`src/rtl/pipe_ctrl.sv`:
```
`default_nettype none
// ============================================================================
// Module      : pipe_ctrl
// Description : Central pipeline controller for the 5-stage MIPS core.
//               - Merges per-stage stall requests into stall[5:0]
//                 (bit0=pc, 1=if/id, 2=id/ex, 3=ex/mem, 4=mem/wb, 5=wb).
//               - Sequences exception/ERET flushes (flush + new_pc).
//               - Watchdog flags stalls held for TIMEOUT consecutive cycles.
// Ports       : clk, rst (sync, active-high)
//               stallreq_if/id/ex/mem  per-stage stall requests
//               excepttype[31:0]       exception code, 0 = none
//               cp0_epc[31:0]          ERET return address
//               stall[5:0]             stall vector (combinational)
//               flush                  flush all pipeline registers
//               new_pc[31:0]           redirect target while flush=1, else 0
//               stall_timeout          sticky watchdog flag
// Config      : PIPE_PERF_EN adds stall_cycles[31:0] / flush_events[31:0].
// Revision    : 1.0 - initial release
// ============================================================================
module pipe_ctrl #(
  parameter logic [31:0] EXC_VECTOR = 32'h0000_0020,
  parameter logic [31:0] ERET_CODE  = 32'h0000_000e,
  parameter int unsigned FLUSH_LEN  = 1,
  parameter int unsigned TIMEOUT    = 1024
) (
  input  logic        clk,
  input  logic        rst,
  input  logic        stallreq_if,
  input  logic        stallreq_id,
  input  logic        stallreq_ex,
  input  logic        stallreq_mem,
  input  logic [31:0] excepttype,
  input  logic [31:0] cp0_epc,
  output logic [5:0]  stall,
  output logic        flush,
  output logic [31:0] new_pc,
  output logic        stall_timeout
`ifdef PIPE_PERF_EN
  ,
  output logic [31:0] stall_cycles,
  output logic [31:0] flush_events
`endif
);

  localparam int unsigned     WD_W         = $clog2(TIMEOUT + 1);
  localparam logic [WD_W-1:0] C_WD_MAX     = WD_W'(TIMEOUT);
  localparam logic [3:0]      C_FLUSH_INIT = 4'(FLUSH_LEN - 1);

  typedef enum logic [0:0] {
    RUN   = 1'b0,
    FLUSH = 1'b1
  } state_t;

  state_t            r_state;
  state_t            w_state_next;
  logic [3:0]        r_flush_cnt;
  logic [3:0]        w_flush_cnt_next;
  logic [31:0]       r_new_pc_q;
  logic [31:0]       w_new_pc_q_next;
  logic              w_exc;
  logic [31:0]       w_target;
  logic [5:0]        w_stall_req;
  logic [WD_W-1:0]   r_wd_cnt;
  logic [WD_W-1:0]   w_wd_next;
  logic              r_timeout;

  assign w_exc    = (excepttype != 32'd0);
  assign w_target = (excepttype == ERET_CODE) ? cp0_epc : EXC_VECTOR;

  // Deepest requester wins: a stalled stage also freezes everything upstream.
  always_comb begin
    w_stall_req = 6'b000000;
    if (stallreq_mem)      w_stall_req = 6'b011111;
    else if (stallreq_ex)  w_stall_req = 6'b001111;
    else if (stallreq_id)  w_stall_req = 6'b000111;
    else if (stallreq_if)  w_stall_req = 6'b000011;
  end

  // Flush sequencer: next-state and outputs.
  always_comb begin
    w_state_next     = r_state;
    w_flush_cnt_next = r_flush_cnt;
    w_new_pc_q_next  = r_new_pc_q;
    flush            = 1'b0;
    new_pc           = 32'd0;
    case (r_state)
      RUN: begin
        if (w_exc) begin
          flush           = 1'b1;
          new_pc          = w_target;
          w_new_pc_q_next = w_target;
          if (FLUSH_LEN > 1) begin
            w_state_next     = FLUSH;
            w_flush_cnt_next = C_FLUSH_INIT;
          end
        end
      end
      FLUSH: begin
        // excepttype is deliberately ignored until the flush completes.
        flush            = 1'b1;
        new_pc           = r_new_pc_q;
        w_flush_cnt_next = r_flush_cnt - 4'd1;
        if (r_flush_cnt <= 4'd1) begin
          w_state_next = RUN;
        end
      end
      default: begin
        w_state_next = RUN;
      end
    endcase
  end

  // A flushing pipeline must not hold any stage.
  assign stall = flush ? 6'b000000 : w_stall_req;

  always_ff @(posedge clk) begin
    if (rst) begin
      r_state     <= RUN;
      r_flush_cnt <= 4'd0;
      r_new_pc_q  <= 32'd0;
    end else begin
      r_state     <= w_state_next;
      r_flush_cnt <= w_flush_cnt_next;
      r_new_pc_q  <= w_new_pc_q_next;
    end
  end

  // Watchdog: counts consecutive stalled cycles, saturating at TIMEOUT.
  always_comb begin
    if (flush || (stall == 6'b000000)) begin
      w_wd_next = '0;
    end else if (r_wd_cnt == C_WD_MAX) begin
      w_wd_next = r_wd_cnt;
    end else begin
      w_wd_next = r_wd_cnt + WD_W'(1);
    end
  end

  always_ff @(posedge clk) begin
    if (rst) begin
      r_wd_cnt  <= '0;
      r_timeout <= 1'b0;
    end else begin
      r_wd_cnt  <= w_wd_next;
      r_timeout <= r_timeout | (w_wd_next == C_WD_MAX);
    end
  end

  assign stall_timeout = r_timeout;

`ifdef PIPE_PERF_EN
  logic [31:0] r_stall_cycles;
  logic [31:0] r_flush_events;

  always_ff @(posedge clk) begin
    if (rst) begin
      r_stall_cycles <= 32'd0;
      r_flush_events <= 32'd0;
    end else begin
      if (stall != 6'b000000) begin
        r_stall_cycles <= r_stall_cycles + 32'd1;
      end
      // Only a fresh entry counts; cycles spent inside FLUSH do not.
      if ((r_state == RUN) && w_exc) begin
        r_flush_events <= r_flush_events + 32'd1;
      end
    end
  end

  assign stall_cycles = r_stall_cycles;
  assign flush_events = r_flush_events;
`endif

endmodule
`default_nettype wire

```
`config.mk`:
```
export PLATFORM = sky130hd
export DESIGN_NAME = pipe_ctrl
export DESIGN_NICKNAME = d
export VERILOG_FILES = /design/src/rtl/pipe_ctrl.sv
export SDC_FILE = /design/constraint.sdc
export NUM_CORES = 1
export LEC_CHECK = 0
export CAP_MARGIN = 5
export CORE_MARGIN = 8
export CORE_UTILIZATION = 42
export DETAILED_ROUTE_END_ITERATION = 10
export HOLD_SLACK_MARGIN = 0.02
export PLACE_DENSITY = 0.85
export SYNTH_ARGS = -nofsm -noshare
export SYNTH_HDL_FRONTEND = slang
export SYNTH_SLANG_ARGS = --single-unit
```
`constraint.sdc`:
```
create_clock -name clk -period 2.7 [get_ports clk]
set_clock_uncertainty 0.1 [all_clocks]
set_input_delay 0.54 -clock clk [delete_from_list [all_inputs] [get_ports clk]]
set_output_delay 0.54 -clock clk [all_outputs]
set_load 0.03 [all_outputs]
```
# --- Yosys cells after proc, flatten, opt, wreduce, memory -nomap -nowiden ---
# Cells that the tools add are included.
word_totals:
  latch_bits: 0
  rom_bits: 0
  ramBits: 0
  word_cells: 31
  input_bits: 70
  memories: 0
  reg_bits: 49
op_classes:
  n_eq_ne: 3
  n_shift: 0
  order_cmp: 1
  div_mod_pow: 0
  n_mux: 13
  n_mul: 0
  reduce_logical: 5
  bitwise: 2
  n_addsub: 2
op_table:
  columns: ["operator", "count"]
  rows:
  - ["$mux 32", 2]
  - ["$pmux 32 s2", 1]
  - ["$eq 32x4->1 const B", 1]
  - ["$reduce_bool 32->1", 1]
  - ["$eq 11x11->1 const B", 2]
  - ["$mux 11", 2]
  - ["$add 11x1->11 const B", 1]
  - ["$logic_not 6->1", 1]
  - ["$mux 6", 1]
  - ["$mux 5", 1]
  - ["$le 4x1->1 const B", 1]
  - ["$mux 4", 1]
  - ["$sub 4x1->4 const B", 1]
  - ["$mux 3", 1]
  - ["$mux 1", 2]
  - ["$mux 2", 1]
  - ["$pmux 1 s2", 1]
  - ["$reduce_and 2->1", 1]
  - ["$reduce_or 2->1", 1]
  - ["$logic_or 1x1->1", 1]
  - ["$not 1->1", 1]
  - ["$or 1x1->1", 1]

# --- Logic depth before layout (Yosys ltp) ---
# Gate-level depths: netlist of the first run.
depth:
  depth_word: 10
  depth_mapped: 8
  depth_no_buf: 7

# --- Worst setup path before layout of the first run ---
# No wires, ideal clock.
synth_timing:
  path_kind: "input -> output"
  startpoint: "input excepttype[0]"
  endpoint: "output stall[1]"
  setup_slack_ns: -0.452
  arrival_time_ns: 2.512
  required_time_ns: 2.060
  n_path_buf: 2
  stages: 6
  cell_sequence: "nor4_1 -> nand4_2 -> or3_1 -> clkbuf_1 -> nor2_1 -> buf_4"
synth_between:
  elab_chain_cells: 4
synth_rtl:
  columns: ["item", "line_no", "rtl"]
  rows:
  - ["from (decl)", "32", "input logic [31:0] excepttype,"]
  - ["$reduce_bool 32->1", "67", "assign w_exc = (excepttype != 32'd0);"]
  - ["$mux 1", "88", "if (w_exc) begin"]
  - ["$pmux 1 s2", "86", "case (r_state)"]
  - ["via flush", "35", "output logic flush,"]
  - ["$mux 6", "114", "assign stall = flush ? 6'b000000 : w_stall_req;"]
  - ["to (decl)", "34", "output logic [5:0] stall,"]
# The timed path passes the listed nets, and every way through them passes these cells.

# --- Worst setup path in the final report of the first run ---
layout_timing:
  startpoint: "input excepttype[5]"
  endpoint: "output new_pc[18]"
layout_between:
  elab_chain_cells: 4
  word_cells_on_any_way: 5
  cone_classes: "eq/ne: 1; mux: 3; reduce/logical: 1"
layout_rtl:
  columns: ["item", "line_no", "rtl"]
  rows:
  - ["$eq 32x4->1", "68", "assign w_target = (excepttype == ERET_CODE) ? cp0_epc : EXC_VECTOR;"]
  - ["$mux 32", "68", null]
  - ["$mux 32 *", "88", null]
  - ["$pmux 32 s2 *", "86", null]
  - ["to (decl)", "36", "output logic [31:0] new_pc,"]
# Mark *: on every way between the ends. The rest lies on a longest branch, timed or not.

==> results of run 1 <==
==> worst register-to-register path: stages (launching register included) <==
cell and delay, ns:
dfxtp_2 0.35, inv_1 0.13, buf_4 0.51, o31ai_4 0.20
buf_4 0.29, or3_1 0.39, a21oi_1 0.15
==> flip-flops by register name, summed over array words and instances (netlist names) <==
name and count:
r_new_pc_q 32, r_state 1, r_flush_cnt 4, stall_timeout 1
r_wd_cnt 11
==> synth_stat cells, drive strengths merged <==
cell type | number | share of area
a211oi | 1 | 0.0030
a21oi | 21 | 0.042
a22o | 5 | 0.017
a22oi | 11 | 0.033
a31oi | 2 | 0.0050
and3 | 3 | 0.0075
and4 | 2 | 0.0070
buf | 9 | 0.022
clkbuf | 15 | 0.022
conb | 1 | 0.0015
dfxtp | 49 | 0.39
ha | 4 | 0.020
inv | 8 | 0.012
mux2i | 1 | 0.0040
nand2 | 77 | 0.12
nand2b | 4 | 0.010
nand3 | 24 | 0.048
nand4 | 3 | 0.010
nand4b | 1 | 0.0035
nor2 | 37 | 0.055
nor2b | 1 | 0.0025
nor3 | 8 | 0.018
nor4 | 9 | 0.028
o21ai | 8 | 0.017
o22ai | 1 | 0.0025
o31ai | 4 | 0.016
or3 | 6 | 0.015
or4 | 1 | 0.0045
or4b | 1 | 0.0040
xnor2 | 7 | 0.032
xor2 | 9 | 0.031
==> kinds of logic after synthesis <==
logic type,Yosys count
AO/OA/AOI/OAI,53
XOR/XNOR,16
adder cells (fa/ha/maj),4
buffers and inverters,32
flip-flops,49
multiplexers,1
other,1
AND/OR/NAND/NOR,177
==> stage by stage <==
stage / hold WS [ns] / TNS, ns
CTS: 0.360 / -2.72
finish: 0.384 / -6.93
global route: 0.395 / -9.76
global placement: 0.341 / -13.35
detailed placement: 0.347 / -17.30
floorplan: 0.336 / -0.115
==> placed cells by master, fill, tap and decap left out, types with 3 or more instances in the layout <==
cell,instances
a21oi_1,21
a22o_1,5
a22oi_1,11
and3_1,3
buf_12,4
buf_2,10
buf_4,55
buf_6,53
clkbuf_8,5
clkdlybuf4s15_1,10
clkdlybuf4s50_1,38
dfxtp_1,48
dlygate4sd2_1,3
ha_1,4
inv_1,8
nand2_1,52
nand2_2,18
nand2_4,7
nand2b_1,3
nand3_1,5
nand3_4,17
nor2_1,32
nor2_4,5
nor3_1,6
nor4_4,6
o21ai_2,7
or3_1,4
xnor2_1,6
xor2_1,9
==> repair_timing <==
item / CTS / global route
hold buffers: 0 / 0
pin swaps: 32 / 39
setup endpoints to repair: 38 / 37
gates resized for setup: 189 / 61
gates cloned: 3 / 0
buffers inserted: 23 / 14
==> metal layers <==
metal | vias to the layer above | wire, µm | GRT usage
met5 | - | 0 | 0
met4 | 0 | 680 | 0.0779
met3 | 67 | 867 | 0.0441
met2 | 212 | 6470 | 0.406
met1 | 1546 | 4710 | 0.244
li1 | 1462 | - | -
==> where the power goes <==
part	internal, W	switching [W]	total (W)
sequential	0.000723	0.000000662	0.000724
clock	0.000189	0.000282	0.000472
combinational	0.0000864	0.0000662	0.000153
total	0.000999	0.000349	0.00135
==> path summary, 6_finish.rpt <==
path	start	end	slack, ns	depth (start not counted)
hold / removal	r_new_pc_q[25]	r_new_pc_q[25]	0.38	2
hold reg to reg	r_new_pc_q[25]	r_new_pc_q[25]	0.38	2
setup reg to reg	r_state	r_new_pc_q[26]	0.53	6
setup / recovery	excepttype[5]	new_pc[18]	-0.30	11
==> final cells by class <==
type / instances / area [µm²]
Tap cell: 75 / 93.8
Timing Repair Buffer: 177 / 1720
Clock buffer: 5 / 68.8
Fill cell: 300 / 1010
Multi-Input combinational cell: 252 / 1910
Inverter: 8 / 30.0
Sequential cell: 49 / 982
Clock inverter: 3 / 26.3
==> qor.csv, run 1 <==
stage,metric,value,unit
die,Die W,93.3,µm
worst_setup_path,CP max stage cell,nor4_4,
drt,Antenna Violating Nets Remaining,0,
cts,CTS buffer count,5,
cts,Root Driver,clkbuf_8,
sta,Final Hold Fails,0,
grt,vias in the first global route,3094,
placement,Placement Setup Slack,-0.486,ns
cts,clk buf depth,2,
drt,drt total wl,12.7,mm
pwr,Max IR drop VDD,0.275,mV
placement,number of port buffers,108,
sta,Slew @ Worst Pin,0.586,ns
sta,RSZ-0062 raised after global routing,yes,
min_path,Min-Delay Path Class,register to register,
synthesis,"FF+latch count, synth",49,
synthesis,largest family of logic cells by synthesized area,simple AND/OR/NAND/NOR gates,
die,Die Ht,93.3,µm
drt,drt wl/cell,22.4,µm
placement,placed cell count,525,
synthesis,Simple-Gate Fraction of Synth Area,0.328,
status,failing checks,negative setup slack,
synthesis,Synth Area in XOR/XNOR,0.0632,
cts,clock sinks,49,
die,floorplan row count,28,
worst_setup_path,crit-path max FO,6,
synthesis,register area share after synthesis,0.390,
drt,residual DRC count,0,
worst_setup_path,most frequent CP cell,buf_6,
worst_setup_path,family with the most delay on the worst path,simple AND/OR/NAND/NOR gates,
sta,Max Fclk,0.334,GHz
worst_setup_path,Setup CP Type,primary input to primary output,
worst_setup_path,Bufs and invs on worst path,6,
final_layout,Post-Layout Inst Area,4840,µm²
drt,total number of vias,3287,
grt,initial antenna violation count,0,
synthesis,Synth cell types,39,
die,core footprint,5850,µm²
sta,crit share post-route,1.11,
sta,Setup-failing EPs final,38,
placement,placed instance area,3800,µm²
die,Ports,110,
cts,Clock transition at path regs,0.11,ns
worst_setup_path,CP max stage delay,0.31,ns
drt,vias per cell,5.78,
cts,clock latency on the worst-skew pair,0.31,ns
worst_setup_path,cells along the critical path,buf_2 -> nor4_4 -> nand4_2 -> buf_6 -> nor3_4 -> buf_6 -> buf_12 -> buf_12 -> nand3_2 -> nand2_2 -> buf_6,
final_layout,layout cells sized above 1,0.425,
synthesis,adder-cell area share of the yosys netlist,0.0199,
final_layout,Final #Nets,567,
status,status,"complete, but fails checks",
worst_setup_path,arrival time worst endpoint,2.36,ns
die,Die Area,8710,µm²
final_layout,n_diodes,0,
synthesis,Mapped Area,2510,µm²
pwr,Tot Pwr,0.00135,W
synthesis,syn_nets,407,
sta,slew margin rel.,0.609,
synthesis,multiplexer area fraction after synthesis,0.00398,
sta,minimum clock period,3.00,ns
worst_setup_path,CP Capture Type,primary output,
worst_setup_path,Startpoint Class,primary input,
cts,H-tree depth,2,
sta,Slew Limit Fails,0,
final_layout,fin util,0.827,
drt,drt initial violations,231,
pwr,PwrDens,279,nW/µm²
final_layout,synthesis-to-finish area growth,92.5,%
die,initial core utilization,0.429,
placement,gpl congestion,0.780,
final_layout,post-route insts no fill,569,
synthesis,synth warn,0,
synthesis,post-synthesis area per instance,7.54,µm²
pwr,Leak,1.91,nW
drt,first-pass iteration count of the detailed router,5,
grt,GRT overflow,0,
synthesis,Synth Area in Compound Gates,0.136,
grt,total track usage,0.221,
worst_setup_path,CP required,2.06,ns
grt,largest net degree at the start of global routing,45,
placement,DPL Wire Length,5.51,mm
flow_run,max-cap violations,0,
synthesis,Mapped Cells,333,
sta,worst setup margin,-0.298,ns
cts,TritonCTS clock tree,done,
grt,first-pass GRT wire length,15.5,mm
Power figures use the tool's default switching activity.
==> run 2, diff against run 1 <==
--- a/config.mk
+++ b/config.mk
@@ -14,3 +14,4 @@
 export SYNTH_ARGS = -nofsm -noshare
 export SYNTH_HDL_FRONTEND = slang
 export SYNTH_SLANG_ARGS = --single-unit
+export TNS_END_PERCENT = 10
==> run 2 against run 1 <==
Compared with the run above: the flow still finishes with violations (negative setup slack); via count decreased by 13%; flip-flop and latch count unchanged; final cell count decreased by 4.0%; critical endpoint is now new_pc[26]; largest cell class unchanged; largest power group unchanged.
==> qor.csv, run 2 (same netlist as run 1, synthesis figures left out) <==
stage,metric,value,unit,change
worst_setup_path,arrival time worst endpoint,2.19,ns,-0.17 ns
placement,placed instance area,3780,µm²,-0.72%
cts,cts hold-fix bufs,0,,unchanged
final_layout,filler cell count,428,,+43%
sta,minimum clock period,2.83,ns,-0.172 ns
drt,drt initial violations,164,,-29%
placement,DPL Wire Length,5.43,mm,-1.6%
drt,vias per cell,5.21,,-9.8%
pwr,PwrDens,306,nW/µm²,+9.9%
pwr,Combinational Power Share,0.102,,-0.011
grt,initial antenna violation count,0,,unchanged
sta,slew margin rel.,0.667,,+0.0570
final_layout,"commonest non-fill, non-tap cells in the layout","68 x nand2_1, 48 x buf_6, 48 x dfxtp_1",,
final_layout,Final #Nets,544,,-4.1%
pwr,clock share of power,0.350,,about the same
grt,first-pass GRT wire length,13.8,mm,-11%
sta,Max Fclk,0.354,GHz,+6.1%
die,Die Area,8710,µm²,unchanged
drt,drt wl/cell,15.8,µm,-29%
grt,vias in the first global route,2793,,-9.7%
pwr,internal power,0.000996,W,-0.25%
min_path,Hold Crit Depth,2,,unchanged
cts,TritonCTS clock tree,done,,
status,failing checks,negative setup slack,,
worst_setup_path,crit-path max FO,4,,-2
flow_run,max-cap violations,0,,unchanged
die,initial core utilization,0.429,,unchanged
grt,GRT overflow,0,,unchanged
die,Die Ht,93.3,µm,unchanged
pwr,Leak,1.74,nW,-8.9%
cts,H-tree depth,2,,unchanged
cts,clock latency on the worst-skew pair,0.31,ns,about the same
pwr,sequential power share,0.548,,+0.011
sta,Slew @ Worst Pin,0.500,ns,-0.0856 ns
final_layout,synthesis-to-finish area growth,71.5,%,
die,core footprint,5850,µm²,unchanged
placement,placed cell count,525,,unchanged
final_layout,"most common cell after layout, fill and taps aside",nand2_1,,
worst_setup_path,family with the most delay on the worst path,simple AND/OR/NAND/NOR gates,,
final_layout,n_diodes,0,,unchanged
final_layout,max FFs per register,32,,unchanged
drt,residual DRC count,0,,unchanged
cts,Clock transition at path regs,0.10,ns,about the same
cts,clk buf depth,2,,unchanged
worst_setup_path,CP max stage cell,or3_4,,
sta,RSZ-0062 raised after global routing,yes,,
pwr,Sw Pwr,0.000324,W,-7.3%
grt,largest net degree at the start of global routing,45,,unchanged
worst_setup_path,r2r setup slk,0.65,ns,+0.12 ns
worst_setup_path,CP Capture Type,primary output,,
min_path,HP Start,r_new_pc_q[0],,
worst_setup_path,Bufs and invs on worst path,4,,-2
worst_setup_path,cells along the critical path,buf_2 -> nor4_4 -> nand4_1 -> buf_6 -> buf_6 -> or3_4 -> o31ai_4 -> buf_6,,
final_layout,post-route insts no fill,546,,-4.0%
final_layout,Largest regs,"r_new_pc_q (32), r_wd_cnt (11), r_flush_cnt (4)",,
final_layout,register area,982,µm²,unchanged
sta,Final Hold Fails,0,,unchanged
die,floorplan row count,28,,unchanged
die,Ports,110,,unchanged
final_layout,Post-Layout Inst Area,4310,µm²,-11%
drt,drt total wl,8.62,mm,-32%
worst_setup_path,CP max stage delay,0.42,ns,+0.11 ns
min_path,Min-Delay Endpoint,r_new_pc_q[0],,
final_layout,layout cells sized above 1,0.321,,-0.105
drt,Antenna Violating Nets Remaining,0,,unchanged
sta,Hold WS,0.359,ns,-0.0244 ns
worst_setup_path,RR Endpoint,stall_timeout,,
cts,Root Driver,clkbuf_8,,
drt,total number of vias,2844,,-13%
worst_setup_path,launching point of the worst reg2reg path,r_wd_cnt[3],,
die,Die W,93.3,µm,unchanged
placement,gpl congestion,0.830,,+6.4%
pwr,Sw Share,0.245,,-0.0139
worst_setup_path,Startpoint Class,primary input,,
grt,total track usage,0.193,,-0.0276
sta,Setup-failing EPs final,38,,unchanged
placement,number of port buffers,108,,unchanged
sta,worst setup margin,-0.125,ns,+0.172 ns
worst_setup_path,most frequent CP cell,buf_6,,
worst_setup_path,Worst Reg-to-Reg Cells,5,,-1
sta,crit share post-route,1.05,,-0.0639
final_layout,"Most flops, register",r_new_pc_q,,
worst_setup_path,Setup CP Type,primary input to primary output,,
worst_setup_path,CP required,2.06,ns,about the same
drt,first-pass iteration count of the detailed router,4,,-1
min_path,Min-Delay Path Class,register to register,,
cts,CTS buffer count,5,,unchanged
final_layout,fin util,0.737,,-0.0900
status,status,"complete, but fails checks",,
sta,Slew Limit Fails,0,,unchanged
cts,clock sinks,49,,unchanged
pwr,Max IR drop VDD,0.288,mV,+4.6%
final_layout,multi-input logic area,1620,µm²,-16%
[run 2: metal layers]
| layer | vias up | GRT usage | wire, µm |
|---|---|---|---|
| li1 | 1413 | - | - |
| met1 | 1326 | 0.221 | 3590 |
| met2 | 97 | 0.346 | 4370 |
| met3 | 8 | 0.0513 | 564 |
| met4 | 0 | 0.0483 | 89 |
| met5 | - | 0 | 0 |
[run 2: cell type report]
class / instances / area share
Clock buffer: 5 / 0.0160
Clock inverter: 3 / 0.00581
Inverter: 8 / 0.00697
Multi-Input combinational cell: 252 / 0.375
Sequential cell: 49 / 0.228
Tap cell: 75 / 0.0218
Timing Repair Buffer: 154 / 0.347
[run 2: repair_timing]
action                                  CTS  global route
setup buffers                             8             3
gates cloned                              3             0
resized for setup                       149            28
endpoints found under the setup margin   38            38
pin swaps                                40            13
[run 2: worst max path at each step]
stage,endpoint,cells past startpoint,slack (ns),start
finish,new_pc[26],8,-0.13,excepttype[20]
detailed placement,new_pc[26],7,-0.43,excepttype[13]
floorplan,new_pc[19],6,-0.14,excepttype[0]
global route,new_pc[26],8,-0.23,excepttype[21]
CTS,new_pc[3],11,-0.11,excepttype[22]
global placement,new_pc[26],7,-0.42,excepttype[0]
[run 2: metrics by stage]
step / setup TNS (ns) / power (W) / setup slack, ns
6_report: -1.42 / 0.00132 / -0.125
3_3_place_gp: -13.36 / 0.000868 / -0.416
2_1_floorplan: -0.861 / 0.000759 / -0.137
4_1_cts: -1.68 / 0.00132 / -0.114
5_1_grt: -4.71 / 0.00137 / -0.234
3_5_place_dp: -14.46 / 0.000870 / -0.425
[run 2: worst min-delay path, cell delays in order (launching register included)]
cell and delay, ns:
dfxtp_1 0.32, nand2_1 0.05, a21oi_1 0.05
[run 2: power by group through the flow]
stage	sequential [W]	clock [W]	combinational [W]
floorplan	0.000740	0	0.0000187
global placement	0.000740	0	0.000128
detailed placement	0.000740	0	0.000130
CTS	0.000723	0.000467	0.000126
global route	0.000724	0.000501	0.000143
finish	0.000723	0.000461	0.000135
==> run 3, diff against run 2 <==
--- a/config.mk
+++ b/config.mk
@@ -10,6 +10,7 @@
 export CORE_UTILIZATION = 42
 export DETAILED_ROUTE_END_ITERATION = 10
 export HOLD_SLACK_MARGIN = 0.02
+export MAX_ROUTING_LAYER = met4
 export PLACE_DENSITY = 0.85
 export SYNTH_ARGS = -nofsm -noshare
 export SYNTH_HDL_FRONTEND = slang
==> run 3 against run 2 <==
Compared with the run above: first-iteration DRC count rose by 15%; largest power group unchanged; critical endpoint unchanged; final area rose by 0.17%; largest cell class unchanged; register-to-register slack barely moved; the run still ends with negative setup slack left; non-clock buffer count did not move; critical path depth did not move; worst hold slack improved by 0.00058 ns; sequential share of layout area barely moved; global-route usage rose by 0.58 points; combinational power barely moved; via count barely moved; maximum frequency barely moved.
==> qor.csv, run 3 (same netlist as run 1, synthesis figures left out) <==
stage,metric,value,unit,change
sta,Setup TNS Final,-1.43,ns,-0.00854 ns
drt,first-pass iteration count of the detailed router,4,,unchanged
pwr,Max IR drop VDD,0.289,mV,+0.32%
die,Die W,93.3,µm,unchanged
final_layout,n_diodes,0,,unchanged
pwr,Leak,1.75,nW,+0.14%
min_path,Min-Delay Path Class,register to register,,
worst_setup_path,capture point of the critical path,new_pc[26],,
placement,number of port buffers,108,,unchanged
cts,clk buf depth,2,,unchanged
drt,metal2 WL,4.40,mm,+0.66%
die,initial core utilization,0.429,,unchanged
sta,Max Fclk,0.354,GHz,about the same
cts,TritonCTS clock tree,done,,
cts,clock sinks,49,,unchanged
sta,Final Hold Fails,0,,unchanged
worst_setup_path,Worst Reg-to-Reg Cells,5,,unchanged
worst_setup_path,CP max stage delay,0.42,ns,about the same
grt,vias in the first global route,2790,,-0.11%
worst_setup_path,CP Capture Type,primary output,,
cts,H-tree depth,2,,unchanged
cts,clock latency on the worst-skew pair,0.30,ns,about the same
grt,largest net degree at the start of global routing,45,,unchanged
grt,initial antenna violation count,0,,unchanged
final_layout,"Most flops, register",r_new_pc_q,,
drt,met3 wire length,539,µm,-4.4%
final_layout,"most common cell after layout, fill and taps aside",nand2_1,,
placement,DPL Wire Length,5.43,mm,unchanged
drt,drt total wl,8.62,mm,unchanged
worst_setup_path,RR Endpoint,stall_timeout,,
die,Ports,110,,unchanged
final_layout,Post-Layout Inst Area,4320,µm²,+0.17%
final_layout,Final #Nets,544,,unchanged
sta,crit share post-route,1.05,,about the same
die,floorplan row count,28,,unchanged
drt,total number of vias,2845,,+0.035%
drt,Antenna Violating Nets Remaining,0,,unchanged
final_layout,multi-input logic area,1620,µm²,+0.23%
pwr,PwrDens,305,nW/µm²,-0.46%
grt,total track usage,0.199,,+0.00578
worst_setup_path,crit-path max FO,4,,unchanged
worst_setup_path,CP required,2.06,ns,about the same
final_layout,synthesis-to-finish area growth,71.8,%,
drt,drt wl/cell,15.8,µm,unchanged
sta,worst setup margin,-0.126,ns,-0.000892 ns
die,Die Area,8710,µm²,unchanged
placement,placed instance area,3780,µm²,unchanged
worst_setup_path,most frequent CP cell,buf_6,,
cts,cts hold-fix bufs,0,,unchanged
cts,Root Driver,clkbuf_8,,
sta,slew margin rel.,0.661,,-0.00505
drt,met1 wire length,3.58,mm,-0.14%
worst_setup_path,arrival time worst endpoint,2.19,ns,about the same
final_layout,filler cell count,430,,+0.47%
sta,RSZ-0062 raised after global routing,yes,,
worst_setup_path,Setup CP Type,primary input to primary output,,
final_layout,register area,982,µm²,unchanged
worst_setup_path,CP max stage cell,or3_4,,
placement,gpl congestion,0.842,,+1.5%
worst_setup_path,Startpoint Class,primary input,,
final_layout,Largest regs,"r_new_pc_q (32), r_wd_cnt (11), r_flush_cnt (4)",,
die,Die Ht,93.3,µm,unchanged
die,core footprint,5850,µm²,unchanged
status,failing checks,negative setup slack,,
final_layout,max FFs per register,32,,unchanged
sta,Slew @ Worst Pin,0.508,ns,+0.00757 ns
drt,Top Metal Used,met4,,
final_layout,"commonest non-fill, non-tap cells in the layout","68 x nand2_1, 49 x buf_6, 48 x dfxtp_1",,
worst_setup_path,Worst Setup SP,excepttype[20],,
grt,first-pass GRT wire length,13.8,mm,about the same
final_layout,post-route insts no fill,546,,unchanged
cts,Clock transition at path regs,0.10,ns,about the same
worst_setup_path,r2r setup slk,0.65,ns,about the same
sta,Slew Limit Fails,0,,unchanged
status,status,"complete, but fails checks",,
cts,CTS buffer count,5,,unchanged
worst_setup_path,launching point of the worst reg2reg path,r_wd_cnt[3],,
placement,placed cell count,525,,unchanged
sta,minimum clock period,2.83,ns,+0.000892 ns
drt,vias per cell,5.21,,about the same
flow_run,max-cap violations,0,,unchanged
drt,residual DRC count,0,,unchanged
grt,GRT overflow,0,,unchanged
drt,drt initial violations,189,,+15%
sta,Setup-failing EPs final,38,,unchanged
worst_setup_path,cells along the critical path,buf_2 -> nor4_4 -> nand4_1 -> buf_6 -> buf_6 -> or3_4 -> o31ai_4 -> buf_6,,
final_layout,layout cells sized above 1,0.323,,+0.00212
[run 3: power breakdown]
part / internal [W] / total, W / leakage, nW / switching, W
Sequential: 0.000723 / 0.000723 / 0.395 / 0.000000353
Combinational: 0.0000839 / 0.000135 / 1.31 / 0.0000511
Clock: 0.000189 / 0.000458 / 0.0452 / 0.000268
[run 3: cell type report]
class / count / share of cell area
Multi-Input combinational cell: 252 / 0.375
Timing Repair Buffer: 154 / 0.347
Sequential cell: 49 / 0.228
Tap cell: 75 / 0.0217
Clock buffer: 5 / 0.0159
Inverter: 8 / 0.00696
Clock inverter: 3 / 0.00580
[run 3: metrics by stage]
step,total power [W],util,setup slack [ns],hold WS (ns)
2_1_floorplan,0.000759,-,-0.137,0.336
3_3_place_gp,0.000868,0.645,-0.416,0.341
3_5_place_dp,0.000870,0.645,-0.425,0.347
4_1_cts,0.00132,0.718,-0.114,0.361
5_1_grt,0.00137,0.738,-0.234,0.381
6_report,0.00132,0.738,-0.126,0.360
[run 3: worst min-delay path by stage]
stage                              start        endpoint  slack, ns  cells past startpoint
after detailed placement   r_new_pc_q[7]   r_new_pc_q[7]       0.35                      2
final                     r_new_pc_q[15]  r_new_pc_q[15]       0.36                      2
after global placement     r_new_pc_q[9]   r_new_pc_q[9]       0.34                      2
after global routing       r_new_pc_q[7]   r_new_pc_q[7]       0.38                      2
after CTS                  r_new_pc_q[0]   r_new_pc_q[0]       0.36                      2
after floorplan           r_new_pc_q[11]  r_new_pc_q[11]       0.34                      2
[run 3: what timing repair did]
| action | 4_1_cts | 5_1_grt |
|---|---|---|
| resized for setup | 149 | 30 |
| setup buffers | 8 | 3 |
| gates cloned | 3 | 0 |
| setup endpoints to repair | 38 | 38 |
| pin swaps | 40 | 13 |
[run 3: per-layer routing]
| metal | vias to the layer above | global-route usage |
|---|---|---|
| met5 | - | - |
| met4 | 0 | 0.0483 |
| met3 | 8 | 0.0457 |
| met2 | 101 | 0.345 |
| met1 | 1324 | 0.225 |
| li1 | 1412 | - |
[run 3: worst max-delay path, delay by kind of cell]
kind | cells | cell delay, ns
AND/OR/NAND/NOR | 3 | 0.85
buffers and inverters | 4 | 0.56
AO/OA/AOI/OAI | 1 | 0.24
